==> config.mk <==
export PLATFORM = sky130hd
export DESIGN_NAME = rv_plic_claim_master
export DESIGN_NICKNAME = d
export VERILOG_FILES = /design/src/rtl/rv_plic_claim_master.sv
export SDC_FILE = /design/constraint.sdc
export NUM_CORES = 1
export LEC_CHECK = 0
export CAP_MARGIN = 25
export CORE_MARGIN = 3
export CORE_UTILIZATION = 45
export DETAILED_ROUTE_END_ITERATION = 10
export PLACE_DENSITY = 0.88
export SYNTH_ARGS = -nofsm -noshare
export SYNTH_HDL_FRONTEND = slang
export SYNTH_SLANG_ARGS = --single-unit
==> constraint.sdc <==
create_clock -name clk_i -period 2.2 [get_ports clk_i]
set_input_delay 0.44 -clock clk_i [delete_from_list [all_inputs] [get_ports clk_i]]
set_output_delay 0.44 -clock clk_i [all_outputs]
set_load 0.01 [all_outputs]
==> src/rtl/rv_plic_claim_master.sv <==
// Claim/complete sequencer for one PLIC target: claims an interrupt ID through the CC
// register, hands it to a consumer, then writes the ID back once the handler completes.
module rv_plic_claim_master #(
   parameter type         reg_req_t   = logic,
   parameter type         reg_rsp_t   = logic,
   parameter int unsigned SRCW        = 6,
   parameter logic [31:0] CcAddr      = 32'h0020_0004,
   parameter int unsigned GuardCycles = 2
) (
   input  logic            clk_i,
   input  logic            rst_i,
   input  logic            irq_i,
   output reg_req_t        reg_req_o,
   input  reg_rsp_t        reg_rsp_i,
   output logic            claim_valid_o,
   output logic [SRCW-1:0] claim_id_o,
   input  logic            claim_ready_i,
   input  logic            complete_valid_i,
   input  logic [SRCW-1:0] complete_id_i,
   output logic            complete_ready_o,
   output logic            err_o,
   output logic [15:0]     spurious_cnt_o,
   output logic            busy_o
);

   // Local views of the bus structs; field order matches the register-interface packing.
   typedef struct packed {
      logic [31:0] addr;
      logic        write;
      logic [31:0] wdata;
      logic [3:0]  wstrb;
      logic        valid;
   } req_bits_t;

   typedef struct packed {
      logic [31:0] rdata;
      logic        error;
      logic        ready;
   } rsp_bits_t;

   localparam int unsigned    GcW    = (GuardCycles > 1) ? $clog2(GuardCycles) : 1;
   localparam logic [GcW-1:0] GcLast = (GuardCycles > 0) ? GcW'(GuardCycles - 1) : '0;

   typedef enum logic [2:0] {
      StIdle,
      StClaimRd,
      StDeliver,
      StWaitCmpl,
      StCmplWr,
      StGuard
   } state_e;

   state_e          state_q, state_d;
   logic [SRCW-1:0] id_q, id_d;
   logic [GcW-1:0]  gc_q, gc_d;
   logic [15:0]     spurious_cnt_q, spurious_cnt_d;
   logic            err_q, err_d;

   rsp_bits_t       rsp;
   req_bits_t       req;
   logic [SRCW-1:0] rd_id;
   logic            unused_rdata;

   assign rsp          = rsp_bits_t'(reg_rsp_i);
   assign rd_id        = rsp.rdata[SRCW-1:0];
   assign unused_rdata = ^rsp.rdata;

   always_comb begin
      state_d        = state_q;
      id_d           = id_q;
      gc_d           = gc_q;
      spurious_cnt_d = spurious_cnt_q;
      err_d          = 1'b0;
      unique case (state_q)
         StIdle: begin
            if (irq_i) state_d = StClaimRd;
         end
         StClaimRd: begin
            if (rsp.ready) begin
               if (rsp.error) begin
                  err_d   = 1'b1;
                  state_d = StIdle;
               end else begin
                  id_d = rd_id;
                  if (rd_id != '0) begin
                     state_d = StDeliver;
                  end else begin
                     state_d = StIdle;
                     if (spurious_cnt_q != 16'hFFFF) spurious_cnt_d = spurious_cnt_q + 16'd1;
                  end
               end
            end
         end
         StDeliver: begin
            if (claim_ready_i) state_d = StWaitCmpl;
         end
         StWaitCmpl: begin
            if (complete_valid_i) begin
               state_d = StCmplWr;
               err_d   = (complete_id_i != id_q);
            end
         end
         StCmplWr: begin
            if (rsp.ready) begin
               err_d   = rsp.error;
               gc_d    = '0;
               state_d = (GuardCycles == 0) ? StIdle : StGuard;
            end
         end
         StGuard: begin
            // irq_i is deliberately not looked at here; the PLIC needs time to drop it.
            if (gc_q == GcLast) state_d = StIdle;
            else gc_d = gc_q + GcW'(1);
         end
         default: state_d = StIdle;
      endcase
   end

   always_ff @(posedge clk_i) begin
      if (rst_i) begin
         state_q        <= StIdle;
         id_q           <= '0;
         gc_q           <= '0;
         spurious_cnt_q <= '0;
         err_q          <= 1'b0;
      end else begin
         state_q        <= state_d;
         id_q           <= id_d;
         gc_q           <= gc_d;
         spurious_cnt_q <= spurious_cnt_d;
         err_q          <= err_d;
      end
   end

   // Bus request decoded purely from the state register.
   always_comb begin
      req = '0;
      if (state_q == StClaimRd) begin
         req.valid = 1'b1;
         req.addr  = CcAddr;
      end else if (state_q == StCmplWr) begin
         req.valid = 1'b1;
         req.write = 1'b1;
         req.addr  = CcAddr;
         req.wstrb = 4'hF;
         req.wdata = 32'(id_q);
      end
   end

   assign reg_req_o        = reg_req_t'(req);
   assign claim_valid_o    = (state_q == StDeliver);
   assign claim_id_o       = (state_q == StDeliver) ? id_q : '0;
   assign complete_ready_o = (state_q == StWaitCmpl);
   assign err_o            = err_q;
   assign spurious_cnt_o   = spurious_cnt_q;
   assign busy_o           = (state_q != StIdle);

endmodule
==> results of run 1 <==
## cell families after synthesis
kind of cell / share of synthesized area [%]
AOI/OAI and AO/OA: 18.2
DFF: 34.6
buffers and inverters: 8.13
and+or+nand+nor: 32.4
muxes: 4.53
other: 0.309
xor gates and xnor gates: 0.721
adders and majority gates: 1.03
## flip-flops by register name (all words and copies together) (netlist names)
register / flops
spurious_cnt_o: 16
state_q: 3
err_o: 1
gc_q: 1
## worst max path at each step
stage	to	start	depth (start not counted)
4_1_cts	complete_ready_o	state_q[0]	3
3_5_place_dp	spurious_cnt_o[6]	reg_rsp_i	5
5_1_grt	complete_ready_o	state_q[1]	3
3_3_place_gp	spurious_cnt_o[6]	reg_rsp_i	5
2_1_floorplan	spurious_cnt_o[6]	spurious_cnt_o[0]	5
6_report	complete_ready_o	state_q[1]	3
## power by group
group | internal [mW] | total, mW | switching, mW
registers | 0.383 | 0.388 | 0.00525
logic | 0.0351 | 0.0619 | 0.0268
clock network | 0.0708 | 0.189 | 0.118
## area by class of cell
cell class                      count  area [sq um]  share of cell area (%)
Clock buffer                        4          26.3                    1.66
Sequential cell                    21           422                    26.7
Multi-Input combinational cell    111           714                    45.2
Inverter                            4          15.0                   0.950
Tap cell                           30          37.5                    2.38
Timing Repair Buffer               38           365                    23.1
## tightest hold or removal path: cells and delay by family (launching register included)
family,cells,cell delay (ps)
DFF,1,350
muxes,1,70
and+or+nand+nor,1,70
## cells in the final DEF, fill, tap and decap left out, types with 2 or more instances in the layout
cell type and n:
or4_1 6, nand2_1 13, mux2_1 4, o21ai_1 2, a21oi_1 11, o21ai_0 2, and3_1 2, clkbuf_4 3
nor3_1 5, inv_1 3, nor2b_1 4, a211oi_1 2, clkdlybuf4s50_1 32, dfxtp_1 20, nor2_1 10, nand3b_1 2
o31ai_1 3, nand3_1 5, o41ai_1 4, buf_4 6, conb_1 6, or4b_1 2, o311ai_1 2, or3_1 2
a31oi_1 4
## metrics by stage
stage	setup slack (ps)	instance area (sq um)	cells
floorplan	485	1230	148
global placement	74.9	1550	204
detailed placement	39.0	1550	204
CTS	90.3	1580	208
global route	46.6	1580	208
finish	161	1580	208
## layer usage
layer	share of wire [%]	global-route usage [%]	up-vias	wire length [um]
met3	4.1	3.34	4	117
li1	-	-	594	-
met2	51	32.1	27	1440
met4	1.2	5.96	0	35
met5	0	0	-	0
met1	44	23.4	581	1250
==> flow_metrics.env, run 1 <==
export IMPL_status="completed"
export IMPL_setup_viol=0
export IMPL_antenna_found_initial=0
export IMPL_ctsRootBufferMaster="clkbuf_4"
export IMPL_rsz0062_at_grt="false"
export IMPL_crit_fanout=11
export IMPL_fp_row_count=18
export IMPL_drtIter0Drc=20
export IMPL_crit_buf_inv=2
export IMPL_total_power_uw=639
export IMPL_drt_pass1_iter_count=4
export IMPL_nets=192
export IMPL_setup_total_negative_slack_ps=0
export IMPL_synth_seq_cells=21
export IMPL_globalplace_congestion=0.865
export IMPL_cts_buffers=3
export IMPL_maxSlewHeadroom_pct=57.2
export IMPL_grt_overflow=0
export IMPL_syn2layout_area_growth_pct=30.1
export IMPL_hold_viol=0
export IMPL_ir_worst_vdd_v=0.000344
export IMPL_yosys_area_top_type="dfxtp_1"
export IMPL_cp_required_ps=1760
export IMPL_cts_reportedPaths_clkPinSlew_ps=110
export IMPL_ant_nets=0
export IMPL_n_antenna_cell=0
export IMPL_async_flop_share_pct=0
export IMPL_fillers=217
export IMPL_hold_depth=2
export IMPL_reg2reg_to="spurious_cnt_o[6]"
export IMPL_ys_seq_area_share_pct=34.6
export IMPL_grt_first_pass_wirelength_um=5010
export IMPL_synth_distinct_cells=48
export IMPL_endpoint_kind="output pin"
export IMPL_drc_errors=0
export IMPL_crit_type="reg2out"
export IMPL_cp_arrival_ps=1600
export IMPL_grt_pass1_vias=1133
export IMPL_worstHoldStart="spurious_cnt_o[1]"
export IMPL_maxSlewViolCount=0
export IMPL_hold_buffers=0
export IMPL_leakagePower_nw=0.526
export IMPL_ys_flop_type="dfxtp_1"
export IMPL_synth_edf_count=0
export IMPL_dieWidth_um=58.0
export IMPL_syn_avg_cell_area_sq_um=8.50
export IMPL_yosys_warnings=0
export IMPL_syn_inst=143
export IMPL_worstMarginPinSlew_ps=637
export IMPL_cts_tree="built"
export IMPL_min_to="spurious_cnt_o[1]"
export IMPL_dpl_hpwl_um=2210
export IMPL_hold_worst_slack_ps=525
export IMPL_syn_area_sq_um=1210
export IMPL_r2r_start="spurious_cnt_o[0]"
export IMPL_cts_resized=0
export IMPL_cts_sink_count=21
export IMPL_utilization_pct=62.6
export IMPL_pin_count=39
export IMPL_clk_path_buf_depth=2
export IMPL_post_cts_buffers=0
export IMPL_finClkSkew_ps=4.45
export IMPL_critical_path_top_delay_family="buffers and inverters"
export IMPL_start_util_pct=48.2
export IMPL_crit_slowest_cell="dfxtp_1"
export IMPL_synthTopCellsByArea="dfxtp_1 35%, a21oi_1 4.5%, nand2_1 4.0%, buf_4 3.7%, mux2_1 3.7%"
export IMPL_die_h_um=58.0
export IMPL_maxCapViolations=0
export IMPL_clock_latency_ps=310
export IMPL_critical_path_max_stage_delay_ps=530
export IMPL_period_minus_slack_ps=2040
export IMPL_fmax_ghz=0.491
export IMPL_wl_per_cell_um=13.7
export IMPL_synth_top_area_share_pct=34.6
export IMPL_power_density_nw_per_um2=404
export IMPL_period_share_pct=92.7
export IMPL_vias_per_cell=5.80
export IMPL_vias=1206
export IMPL_path_cells="nand3b_1 -> inv_2 -> clkdlybuf4s50_1"
export IMPL_synth_commonest_cells="21 x dfxtp_1, 13 x nand2_1, 11 x a21oi_1"
export IMPL_layout_drive_gt1_share_pct=9.55
export IMPL_die_area_sq_um=3360
export IMPL_htree_levels=1
export IMPL_holdCritPathClass="reg2reg"
export IMPL_grt_max_degree=14
export IMPL_cp_start_kind="register"
export IMPL_reg2regPathDepth=5
export IMPL_track_usage_pct=18.6
export IMPL_core_area_sq_um=2520
export IMPL_routed_wl_um=2850
export IMPL_r2r_slack_ps=380
export IMPL_port_buffers=32
export IMPL_synth_most_common_cell="dfxtp_1"
Power figures use the tool's default switching activity.
==> inputs of run 2 (changes only) <==
--- a/config.mk
+++ b/config.mk
@@ -6,7 +6,7 @@
 export NUM_CORES = 1
 export LEC_CHECK = 0
 export CAP_MARGIN = 25
-export CORE_MARGIN = 3
+export CORE_MARGIN = 5
 export CORE_UTILIZATION = 45
 export DETAILED_ROUTE_END_ITERATION = 10
 export PLACE_DENSITY = 0.88
==> run 2 against run 1 <==
  * Sequential cell count did not move
  * Final area is the same
  * Power grew 0.64%
  * Non-clock buffer count is the same
  * Critical endpoint is now claim_valid_o
==> flow_metrics.env, run 2 (synthesized netlist as in run 1, its figures left out) <==
export IMPL_clock_latency_ps=310
export IMPL_die_h_um=62.0
export IMPL_drc_errors=0
export IMPL_fp_row_count=18
export IMPL_layout_drive_gt1_share_pct=9.55
export IMPL_setup_viol=0
export IMPL_drtIter0Drc=66
export IMPL_rsz0062_at_grt="false"
export IMPL_pin_count=39
export IMPL_dieWidth_um=62.0
export IMPL_post_place_cells=204
export IMPL_htree_levels=1
export IMPL_status="completed"
export IMPL_maxSlewHeadroom_pct=59.3
export IMPL_grt_overflow=0
export IMPL_wl_per_cell_um=14.8
export IMPL_crit_type="reg2out"
export IMPL_vias=1211
export IMPL_grt_pass1_vias=1157
export IMPL_cts_tree="built"
export IMPL_grtUsageMet3_pct=3.10
export IMPL_swShare_pct=24.0
export IMPL_total_power_uw=643
export IMPL_largest_register_ff_count=16
export IMPL_drt_pass1_iter_count=4
export IMPL_cts_reportedPaths_clkPinSlew_ps=120
export IMPL_ctsRootBufferMaster="clkbuf_4"
export IMPL_cp_start_kind="register"
export IMPL_fin_cells=208
export IMPL_period_minus_slack_ps=2060
export IMPL_maxCapViolations=0
export IMPL_leakagePower_nw=0.526
export IMPL_ir_worst_vdd_v=0.000336
export IMPL_grt_max_degree=14
export IMPL_crit_fanout=11
export IMPL_power_density_nw_per_um2=407
export IMPL_cp_arrival_ps=1620
export IMPL_core_area_sq_um=2520
export IMPL_p_comb_share_pct=9.7
export IMPL_period_share_pct=93.6
export IMPL_post_cts_buffers=0
export IMPL_utilization_pct=62.6
export IMPL_globalplace_congestion=0.824
export IMPL_setup_total_negative_slack_ps=0
export IMPL_busiest_layer="met2"
export IMPL_die_area_sq_um=3840
export IMPL_cp_required_ps=1760
export IMPL_antenna_found_initial=0
export IMPL_vias_per_cell=5.82
export IMPL_dpl_hpwl_um=2230
export IMPL_n_antenna_cell=0
export IMPL_finClkSkew_ps=1.61
export IMPL_pwr_share_seq_pct=60.4
export IMPL_holdCritPathClass="reg2reg"
export IMPL_port_buffers=32
export IMPL_start_util_pct=48.2
export IMPL_cts_sink_count=21
export IMPL_mostFrequentLayoutCell="clkdlybuf4s50_1"
export IMPL_grtUsageMet2_pct=28.4
export IMPL_netSwitchingPower_uw=154
export IMPL_use_met1_pct=20.6
export IMPL_p_int_uw=489
export IMPL_nets=192
export IMPL_clk_path_buf_depth=2
export IMPL_maxSlewViolCount=0
export IMPL_hold_viol=0
export IMPL_ant_nets=0
export IMPL_track_usage_pct=17.0
export IMPL_routed_wl_um=3070
export IMPL_cts_buffers=3
export IMPL_layout_common_cells="32 x clkdlybuf4s50_1, 20 x dfxtp_1, 13 x nand2_1"
export IMPL_endpoint_kind="output pin"
export IMPL_worstMarginPinSlew_ps=605
export IMPL_power_frac_clock_pct=29.9
export IMPL_syn2layout_area_growth_pct=30.1
export IMPL_grt_first_pass_wirelength_um=4970
export IMPL_fmax_ghz=0.485
## run 2: critical path, stage by stage, from the launching register on
cell	delay, ps
dfxtp_1	530
nand2b_1	130
nor2_1	100
clkdlybuf4s50_1	550
## run 2: final timing paths
path                            slack [ps]          startpoint            endpoint  depth (start not counted)
worst min register to register         510  spurious_cnt_o[15]  spurious_cnt_o[15]                          2
worst max register to register         220   spurious_cnt_o[0]   spurious_cnt_o[6]                          5
worst min-delay path                   510  spurious_cnt_o[15]  spurious_cnt_o[15]                          2
worst max-delay path                   140          state_q[1]       claim_valid_o                          3
## run 2: power groups by stage
stage | clock [mW] | combinational [mW] | sequential (mW)
6_report | 0.192 | 0.0622 | 0.388
5_1_grt | 0.206 | 0.0666 | 0.389
4_1_cts | 0.190 | 0.0619 | 0.388
3_5_place_dp | 0 | 0.0614 | 0.396
3_3_place_gp | 0 | 0.0600 | 0.396
2_1_floorplan | 0 | 0.0355 | 0.394
## run 2: final cells by class
type                       count  area (sq um)
timing repair buffer          38           365
multi-input combinational    111           714
inverter                       4          15.0
fill                         229           942
clock buffer                   4          26.3
sequential                    21           422
tap                           30          37.5
## run 2: per-layer routing
metal	vias to the layer above	wire length [um]
li1	592	-
met5	-	0
met4	0	97
met3	9	223
met2	53	1460
met1	557	1290
## run 2: per-stage QoR
step           cell area (sq um)  hold WS, ps  setup slack (ps)
6_report                    1580          510               140
5_1_grt                     1580          554              31.9
4_1_cts                     1580          514              83.2
3_5_place_dp                1550          501              2.95
3_3_place_gp                1550          474              80.5
2_1_floorplan               1230          483               485
## run 2: what timing repair did
item,in CTS,in global routing
setup endpoints to repair,0,2
hold buffers,0,0
gates resized for setup,0,1
